<file path="src/rtl/vend_machine.sv">
// Newspaper vending controller: Moore FSM summing nickels and dimes to 15.
// Dispenses for one cycle on reaching 15; overpayment is not returned.
module vend_machine (
  input  logic       clock,
  input  logic       reset,
  input  logic [1:0] coin,
  output logic       newspaper,
  output logic [1:0] credit
);

  typedef enum logic [1:0] {
    S0  = 2'b00,
    S5  = 2'b01,
    S10 = 2'b10,
    S15 = 2'b11
  } state_t;

  state_t state;
  state_t state_nx;
  logic   nickel;
  logic   dime;

  always_comb begin
    nickel = 1'b0;
    dime   = 1'b0;
    unique case (1'b1)
      (coin == 2'b01): nickel = 1'b1;
      (coin == 2'b10): dime   = 1'b1;
      default: ;
    endcase
  end

  always_ff @(posedge clock or negedge reset) begin
    if (!reset) begin
      state <= S0;
    end else begin
      state <= state_nx;
    end
  end

  // A coin arriving in S15 is dropped; the sale always returns to S0.
  always_comb begin
    state_nx = state;
    case (state)
      S0: begin
        if (nickel) state_nx = S5;
        else if (dime) state_nx = S10;
      end
      S5: begin
        if (nickel) state_nx = S10;
        else if (dime) state_nx = S15;
      end
      S10: begin
        if (nickel || dime) state_nx = S15;
      end
      S15: state_nx = S0;
      default: state_nx = S0;
    endcase
  end

  assign newspaper = (state == S15);
  assign credit    = state;

endmodule

</file>
<file path="config.mk">
export PLATFORM = sky130hd
export DESIGN_NAME = vend_machine
export DESIGN_NICKNAME = d
export VERILOG_FILES = /design/src/rtl/vend_machine.sv
export SDC_FILE = /design/constraint.sdc
export NUM_CORES = 1
export LEC_CHECK = 0
export CAP_MARGIN = 5
export CORE_AREA = 3 3 40 42
export DETAILED_ROUTE_END_ITERATION = 8
export DIE_AREA = 0 0 43 45
export PLACE_DENSITY = 0.4
export SLEW_MARGIN = 20
export SYNTH_ARGS = -nofsm -noshare
export SYNTH_HDL_FRONTEND = slang
export SYNTH_SLANG_ARGS = --single-unit
</file>
<file path="constraint.sdc">
create_clock -name clock -period 1.5 [get_ports clock]
set_input_delay 0.3 -clock clock [delete_from_list [all_inputs] [get_ports clock]]
set_output_delay 0.3 -clock clock [all_outputs]
set_load 0.05 [all_outputs]
</file>
==> flow_summary.ini <==
[final_layout]
largest_reg_flops = 2
drive_gt1_share_pct = 41.4
mostFrequentLayoutCells = 5 x ha_1, 3 x o21ai_0, 3 x clkbuf_4, 3 x clkdlybuf4s50_1, 3 x buf_12
final_common_cell = ha_1
fin_nets = 41
fill_cells = 133
area_delta_synth_final_pct = 70.8
diodes = 0
final_cells = 44
fin_area_sq_um = 329

[clock_network]
cts_resized = 0
cts.sinks = 2
cts_tree = yes
hold_buffers = 0
cts_htree_levels = 1
insertion_delay_ps = 220
cts-root-buf = clkbuf_4
cts_buffer_depth = 2
cts_made_buffers = 3
path_clk_slew_ps = 30
post_cts_buffers = 0

[floorplan]
num_rows = 13
io_pins = 7
core-area_sq_um = 1280
dieArea_sq_um = 1940
start_util_pct = 15.0
die_h_um = 45
dieWidth_um = 43

[global_route]
grt_max_degree = 6
grt_pass1_wl_um = 724
overflow = 0
grt_usage_pct = 5.33
grt_pass1_vias = 185
grt_antenna_before_repair = 0

[setup_path]
crit_family = simple AND/OR/NAND/NOR gates
critical_path_peak_fanout = 5
crit_end = credit[1]$_DFFE_PN0P_
crit_buf_inv = 1
r2r_start = credit[1]$_DFFE_PN0P_
reg2reg_slack_ps = 100
cp.arrival_ps = 1540
reg2reg_depth = 5
critPathLaunchType = flip-flop
reg2reg_to = credit[1]$_DFFE_PN0P_
path_cells = inv_2 > ha_1 > or3_1 > nand2_2 > mux2i_1
cp.depth = 5
max_stage_delay_ps = 410
criticalPathCategory = flip-flop to flip-flop
cp-end-kind = flip-flop
crit_required_ps = 1640
cp_slowest_cell = dfrtp_2
cp-startpoint = credit[1]$_DFFE_PN0P_

[timing]
setup_viol = 0
finalCriticalPeriod_ps = 1400
tns_ps = 0
max_freq_mhz = 714
tightestPinTransition_ps = 144
skew_ps = 2.53
finalMaxSlewViolations = 0
rsz0062_at_grt = no
period_share_pct = 93.3
hold_violations = 0
max_slew_margin_pct = 90.3
setup_slack_ps = 100

[synth]
netlist_area_sq_um = 193
syn_area_per_cell_sq_um = 9.63
synthCells = 20
yosysWarnings = 0
synth_fp_nets = 30
synth-seq-cells = 2
ys_seq_area_share_pct = 26.0
synth_cell_types = 10

[drt]
wire_per_inst_um = 8.48
initialDrtViolationCount = 2
vias = 167
ant_nets = 0
viasPerCell = 3.80
routed_wl_um = 373
drc = 0
dr.pass1.iters = 4

[placement]
placedCellCount = 41
pre_cts_slack_ps = 20.4
port_buffers = 6
dpl-instance-area_sq_um = 307
place_congestion = 0.682
post-dp-hpwl_um = 307

[pwr]
p_per_area_nw_per_um2 = 2410
vdd_drop_max_v = 0.000864
p_leak_nw = 0.156
power.total_mw = 0.791

[worst_hold_path]
hp-class = input port to async pin

[flow_run]
maxCapViolCount = 0

[outcome]
outcome = finished, final reports clean
[kinds of logic (layout without fill, tap and decap cells)]
family | count (synthesis) | count (layout) | synth area share, %
fa+ha+maj | 6 | 6 | 39.0
buf+inv | 3 | 12 | 5.84
flops | 2 | 2 | 26.0
mux | 1 | 1 | 5.20
compound gates | 4 | 4 | 12.3
simple gates | 4 | 4 | 11.7
[power breakdown]
group	switching [mW]	internal [mW]	total [mW]
Combinational	0.281	0.251	0.532
Clock	0.0291	0.0881	0.117
Sequential	0.0531	0.0891	0.142
Total	0.364	0.428	0.791
[synthesized netlist by cell type]
library cell  count  area share (%)
ha_1              6              39
inv_1             3             5.8
dfrtp_1           2              26
nand2_1           1             1.9
o2bb2ai_1         1             4.5
o21ai_0           3             7.8
or3_1             1             3.2
mux2i_1           1             5.2
nor2b_1           1             3.2
nand2_2           1             3.2
[metrics by stage]
step | utilization [%] | hold WS, ps
after floorplan | - | 4.41
after global placement | 23.9 | 478
after detailed placement | 23.9 | 473
after CTS | 25.6 | 236
after global routing | 25.6 | 234
final | 25.6 | 240
[how the worst min path moves through the flow]
stage | from | endpoint | slack (ps) | depth (start not counted)
2_1_floorplan | reset | credit[0]$_DFFE_PN0P_ | 4 | 0
6_report | reset | credit[1]$_DFFE_PN0P_ | 240 | 1
3_5_place_dp | reset | credit[0]$_DFFE_PN0P_ | 470 | 1
3_3_place_gp | reset | credit[1]$_DFFE_PN0P_ | 480 | 1
4_1_cts | reset | credit[1]$_DFFE_PN0P_ | 240 | 1
5_1_grt | reset | credit[1]$_DFFE_PN0P_ | 230 | 1
[routing by layer]
metal,GRT usage (%),vias up,wire (um)
li1,-,87,-
met1,5.78,71,179
met2,7.78,9,152
met3,3.19,0,41
met4,3.61,0,0
met5,0,-,0
[area by class of cell]
cell class                      instances  area, sq um  share of cell area (%)
Clock buffer                            3         22.5                    6.84
Sequential cell                         2         52.6                    16.0
Inverter                                3         11.3                    3.42
Tap cell                               15         18.8                    5.70
Multi-Input combinational cell         15          134                    40.7
Timing Repair Buffer                    6         90.1                    27.4
No activity file was read; power rests on OpenSTA's default activity.
